==> src/rtl/serial_adder_if.sv <==
// Request/result bundle for the bit-serial adder: operands and start in,
// busy/done status and the registered result out.
interface serial_adder_if #(
    parameter int WIDTH = 8
);
    logic             start;
    logic [WIDTH-1:0] a;
    logic [WIDTH-1:0] b;
    logic             cin;
    logic             busy;
    logic             done;
    logic [WIDTH-1:0] sum;
    logic             cout;

    modport master (
        output start, a, b, cin,
        input  busy, done, sum, cout
    );

    modport slave (
        input  start, a, b, cin,
        output busy, done, sum, cout
    );
endinterface

==> src/rtl/serial_adder.sv <==
// Bit-serial adder: one combinational full adder plus a registered carry
// produce a WIDTH-bit sum over WIDTH shift cycles.

// Combinational 1-bit full adder.
module fac (
    input  logic x,
    input  logic y,
    input  logic carry_in,
    output logic z,
    output logic carry_out
);
    assign z         = x ^ y ^ carry_in;
    assign carry_out = (x & y) | (carry_in & (x ^ y));
endmodule

module serial_adder #(
    parameter  int WIDTH = 8,
    localparam int CNT_W = $clog2(WIDTH + 1)
) (
    input  logic          clk,
    input  logic          rst,
    serial_adder_if.slave bus
);
    typedef enum logic [1:0] {
        IDLE,
        SHIFT,
        DONE
    } state_t;

    localparam logic [CNT_W-1:0] LAST = CNT_W'(WIDTH - 1);

    state_t           state;
    logic [WIDTH-1:0] ra;
    logic [WIDTH-1:0] rb;
    logic [WIDTH-1:0] racc;
    logic             carry;
    logic [CNT_W-1:0] cnt;
    logic             z;
    logic             carry_out;

    fac u_fac (
        .x        (ra[0]),
        .y        (rb[0]),
        .carry_in (carry),
        .z        (z),
        .carry_out(carry_out)
    );

    // Controller and datapath: load on accept, shift LSB-first, publish on the last shift.
    always_ff @(posedge clk or posedge rst) begin
        if (rst) begin
            state    <= IDLE;
            ra       <= '0;
            rb       <= '0;
            racc     <= '0;
            carry    <= 1'b0;
            cnt      <= '0;
            bus.busy <= 1'b0;
            bus.done <= 1'b0;
            bus.sum  <= '0;
            bus.cout <= 1'b0;
        end else begin
            case (state)
                IDLE: begin
                    bus.done <= 1'b0;
                    if (bus.start) begin
                        ra       <= bus.a;
                        rb       <= bus.b;
                        racc     <= '0;
                        carry    <= bus.cin;
                        cnt      <= '0;
                        state    <= SHIFT;
                        bus.busy <= 1'b1;
                    end
                end
                SHIFT: begin
                    ra    <= {1'b0, ra[WIDTH-1:1]};
                    rb    <= {1'b0, rb[WIDTH-1:1]};
                    racc  <= {z, racc[WIDTH-1:1]};
                    carry <= carry_out;
                    cnt   <= cnt + 1'b1;
                    if (cnt == LAST) begin
                        state    <= DONE;
                        bus.done <= 1'b1;
                        bus.sum  <= {z, racc[WIDTH-1:1]};
                        bus.cout <= carry_out;
                    end
                end
                DONE: begin
                    bus.done <= 1'b0;
                    // The DONE->IDLE edge also accepts a waiting request, giving one
                    // result per WIDTH+1 cycles; requests during SHIFT are ignored.
                    if (bus.start) begin
                        ra       <= bus.a;
                        rb       <= bus.b;
                        racc     <= '0;
                        carry    <= bus.cin;
                        cnt      <= '0;
                        state    <= SHIFT;
                        bus.busy <= 1'b1;
                    end else begin
                        state    <= IDLE;
                        bus.busy <= 1'b0;
                    end
                end
                default: begin
                    state    <= IDLE;
                    bus.busy <= 1'b0;
                    bus.done <= 1'b0;
                end
            endcase
        end
    end
endmodule

==> src/flat_wrapper.sv <==
// flat-port wrapper written by rule: the top's interface ports become plain ports
module serial_adder_flat 
#(
    parameter  int WIDTH = 8,
    localparam int CNT_W = $clog2(WIDTH + 1)
)
  (clk, rst, bus_start, bus_a, bus_b, bus_cin, bus_busy, bus_done, bus_sum, bus_cout);
  serial_adder_if #(.WIDTH(WIDTH)) bus_i ();
  input  logic clk;
  input  logic rst;
  input wire logic [$bits(bus_i.start)-1:0] bus_start;
  input wire logic [$bits(bus_i.a)-1:0] bus_a;
  input wire logic [$bits(bus_i.b)-1:0] bus_b;
  input wire logic [$bits(bus_i.cin)-1:0] bus_cin;
  output wire logic [$bits(bus_i.busy)-1:0] bus_busy;
  output wire logic [$bits(bus_i.done)-1:0] bus_done;
  output wire logic [$bits(bus_i.sum)-1:0] bus_sum;
  output wire logic [$bits(bus_i.cout)-1:0] bus_cout;
  assign bus_i.start = bus_start;
  assign bus_i.a = bus_a;
  assign bus_i.b = bus_b;
  assign bus_i.cin = bus_cin;
  assign bus_busy = bus_i.busy;
  assign bus_done = bus_i.done;
  assign bus_sum = bus_i.sum;
  assign bus_cout = bus_i.cout;
  serial_adder #(.WIDTH(WIDTH)) u_core (.clk(clk), .rst(rst), .bus(bus_i));
endmodule
==> config.mk <==
export PLATFORM = sky130hd
export DESIGN_NAME = serial_adder_flat
export DESIGN_NICKNAME = d
export VERILOG_FILES = /design/src/rtl/serial_adder_if.sv /design/src/rtl/serial_adder.sv /design/src/flat_wrapper.sv
export SDC_FILE = /design/constraint.sdc
export NUM_CORES = 1
export LEC_CHECK = 0
export BUFFER_PORTS_ARGS = -buffer_cell sky130_fd_sc_hd__buf_2
export CAP_MARGIN = 30
export CELL_PAD_IN_SITES_DETAIL_PLACEMENT = 1
export CELL_PAD_IN_SITES_GLOBAL_PLACEMENT = 1
export CORE_UTILIZATION = 47
export CTS_CLUSTER_DIAMETER = 40
export DETAILED_ROUTE_END_ITERATION = 10
export PLACE_DENSITY_LB_ADDON = 0.1
export RECOVER_POWER = 25
export SLEW_MARGIN = 20
export SYNTH_ARGS = -nofsm -noshare
export SYNTH_HDL_FRONTEND = slang
export SYNTH_SLANG_ARGS = --single-unit
==> constraint.sdc <==
create_clock -name clk -period 2.73 [get_ports clk]
set_input_delay 0.4095 -clock clk [delete_from_list [all_inputs] [get_ports clk]]
set_output_delay 0.4095 -clock clk [all_outputs]
set_load 0.05 [all_outputs]
==> results.cfg <==
[global_route]
grt_pass1_vias = 1346
grt_pass1_wl_microns = 6640
track_usage_pct = 21.5
gr-total-overflow = 0
grt_max_degree = 42
grt_antenna_before_repair = 0

[floorplan]
die_h_microns = 64.6
die_w_microns = 64.6
initial_core_util_pct = 49.5
core-area_sq_um = 3720
dieArea_sq_um = 4170
rows = 22
ios = 31

[setup_path]
path_class = register to register
critPathArrivalTime_ns = 2.21
path_max_fanout = 19
crit_buf_inv = 0
cp-end-kind = register
slowest_stage = dfrtp_1
crit_chain = or2_1 > nand2_1 > mux2_2
cp-start-kind = register
critPathMaxStageDelay_ns = 0.62
cp_data_required_time_ns = 2.91
path_delay_family = simple AND/OR/NAND/NOR gates

[clock_tree]
postCtsSetupRepairBufs = 0
cts_sinks = 41
clock_latency_ns = 0.29
clkTransAtPathRegs_ns = 0.08
htree_num_levels = 2
cts_buffers = 5
cts_tree = built
post_cts_resized = 0
clk_path_buf_depth = 2
hold_buffers = 0
root_buffer = clkbuf_8

[sta]
maxSlewHeadroom_pct = 49.7
final_max_slew_viol_count = 0
fin_crit_sh_pct = 74.3
hold_viol = 0
setup_viol = 0
fin_crit_ns = 2.03
timing.setup.tns_ns = 0
skew_ns = 0.00271
max_clock_freq_mhz = 493
grt_setup_unrepaired = no
worstMarginPinSlew_ns = 0.749

[logic_synthesis]
syn_inst = 148
synthFlopType = dfrtp_1
synthXorXnorAreaFrac_pct = 0
yosysTopAreaCell = dfrtp_1
syn_area_per_cell_sq_um = 12.4
synth.net_count = 170
synth_enable_flop_cells = 0
netlist-cell-type-count = 27
yosys_warnings = 0
synthSimpleGateAreaFrac_pct = 4.96
ys_ff_latch = 41
yosys.cell_count.top_type = dfrtp_1
synth-compound-area-share_pct = 17.3
synthArstFlopShare_pct = 100
synth-adder-area-share_pct = 1.77
synth_commonest_cells = 41 x dfrtp_1, 21 x a21oi_1, 18 x mux2i_1
synth_top_family_by_area = compound AO/OA/AOI/OAI gates
synth_area_leaders = dfrtp_1 56%, mux2i_1 9.8%, a21oi_1 5.7%, mux2_1 4.9%, a21oi_2 4.8%
synth_mux_area_share_pct = 15.9
syn-cell-area_sq_um = 1840
synth_top_area_share_pct = 55.7
seq_area_frac_synth_pct = 55.7

[placed_design]
hpwl_microns = 2670
globalplace.congestion = 0.731
port_buffers = 30

[detailed_routing]
ant_nets = 0
viasPerCell = 5.56
drc_errors = 0
drt-initial-drc-count = 98
firstDrtPassIters = 4
wl_per_cell_microns = 16.9
dr_total_vias = 1257
wirelength_microns = 3830

[layout]
final_core_util_pct = 57.4
syn2layout_area_growth_pct = 16.0
finish.net_count = 199
antennaDiodeCount = 0
drive_above_1_share_pct = 31.5

[power]
pwr_density_cell_nw_per_um2 = 1300
power_leakage_nw = 1.05
finalPower_mw = 2.77
vdd_drop_max_mv = 0.525

[job]
drv_cap = 0

[status]
status = completed

[hold_path]
hold_path_class = primary input to asynchronous set/reset pin
cell families after synthesis:
kind of cell	Yosys count
AO/OA/AOI/OAI	48
AND/OR/NAND/NOR	15
buffers and inverters	14
flip-flops	41
adder cells (fa/ha/maj)	2
multiplexers	28
area by class of cell:
| type | instances | area [sq um] |
|---|---|---|
| Timing Repair Buffer | 32 | 165 |
| Tap cell | 48 | 60.1 |
| Fill cell | 414 | 1580 |
| Inverter | 4 | 15.0 |
| Sequential cell | 41 | 1030 |
| Clock buffer | 5 | 68.8 |
| Clock inverter | 3 | 65.1 |
| Multi-Input combinational cell | 93 | 734 |
final timing paths:
check | from | to | slack [ns] | depth (start not counted)
max | u_core.state[0]$_DFFE_PP0P_ | u_core.cnt[0]$_DFFE_PP0P_ | 0.70 | 3
min in group clk | bus_a[7] | u_core.ra[7]$_DFFE_PP0P_ | 0.35 | 2
max in group asynchronous | rst | u_core.rb[7]$_DFFE_PP0P_ | 2.14 | 3
min | rst | u_core.bus.sum[4]$_DFFE_PP0P_ | 0.23 | 3
min reg2reg | u_core.bus.sum[0]$_DFFE_PP0P_ | u_core.bus.sum[0]$_DFFE_PP0P_ | 0.49 | 1
max reg2reg | u_core.state[0]$_DFFE_PP0P_ | u_core.cnt[0]$_DFFE_PP0P_ | 0.70 | 3
flip-flops by register name (all words and copies together), names as in the netlist:
| name | flops |
|---|---|
| u_core.bus.sum | 8 |
| u_core.ra | 8 |
| u_core.rb | 8 |
| u_core.racc | 7 |
| u_core.cnt | 4 |
| u_core.state | 2 |
| u_core.bus.busy | 1 |
| u_core.bus.cout | 1 |
| u_core.bus.done | 1 |
| u_core.carry | 1 |
through the flow:
stage                     hold WS, ns  worst slack (ns)  area (sq um)  cells
final                           0.233             0.701          2130    226
after global routing            0.270             0.524          2130    226
after CTS                       0.246             0.668          2130    226
after detailed placement        0.472             0.681          2000    218
after global placement          0.462             0.794          2000    218
after floorplan                 0.472              1.31          1840    148
routing by layer:
layer  wire [microns]  track usage [%]
met1             1630             25.6
met5                0                0
met3              118             5.28
met4               15             5.83
met2             2060             38.4
tightest hold or removal path, delay by kind of cell:
| family | cells | cell delay (ns) |
|---|---|---|
| buffers and inverters | 3 | 0.57 |
power by group:
group | switching (mW) | internal (mW) | total (mW)
Combinational | 0.669 | 0.435 | 1.10
Clock | 0.211 | 0.363 | 0.574
Sequential | 0.211 | 0.878 | 1.09
cell usage in the layout (no fill, tap or decap), drive strengths merged:
master,instances
a21o,1
bufinv,2
a22o,7
a21oi,31
dfrtp,41
ha,1
buf,32
or2,1
fa,1
clkbuf,5
nor4,1
o21ai,3
nand4b,1
inv,4
nor2b,2
and2,1
mux2i,18
nand2,9
mux2,10
o22ai,3
a31oi,2
clkinv,1
o21ba,1
Note: power is estimated with default switching activity, not from simulation.
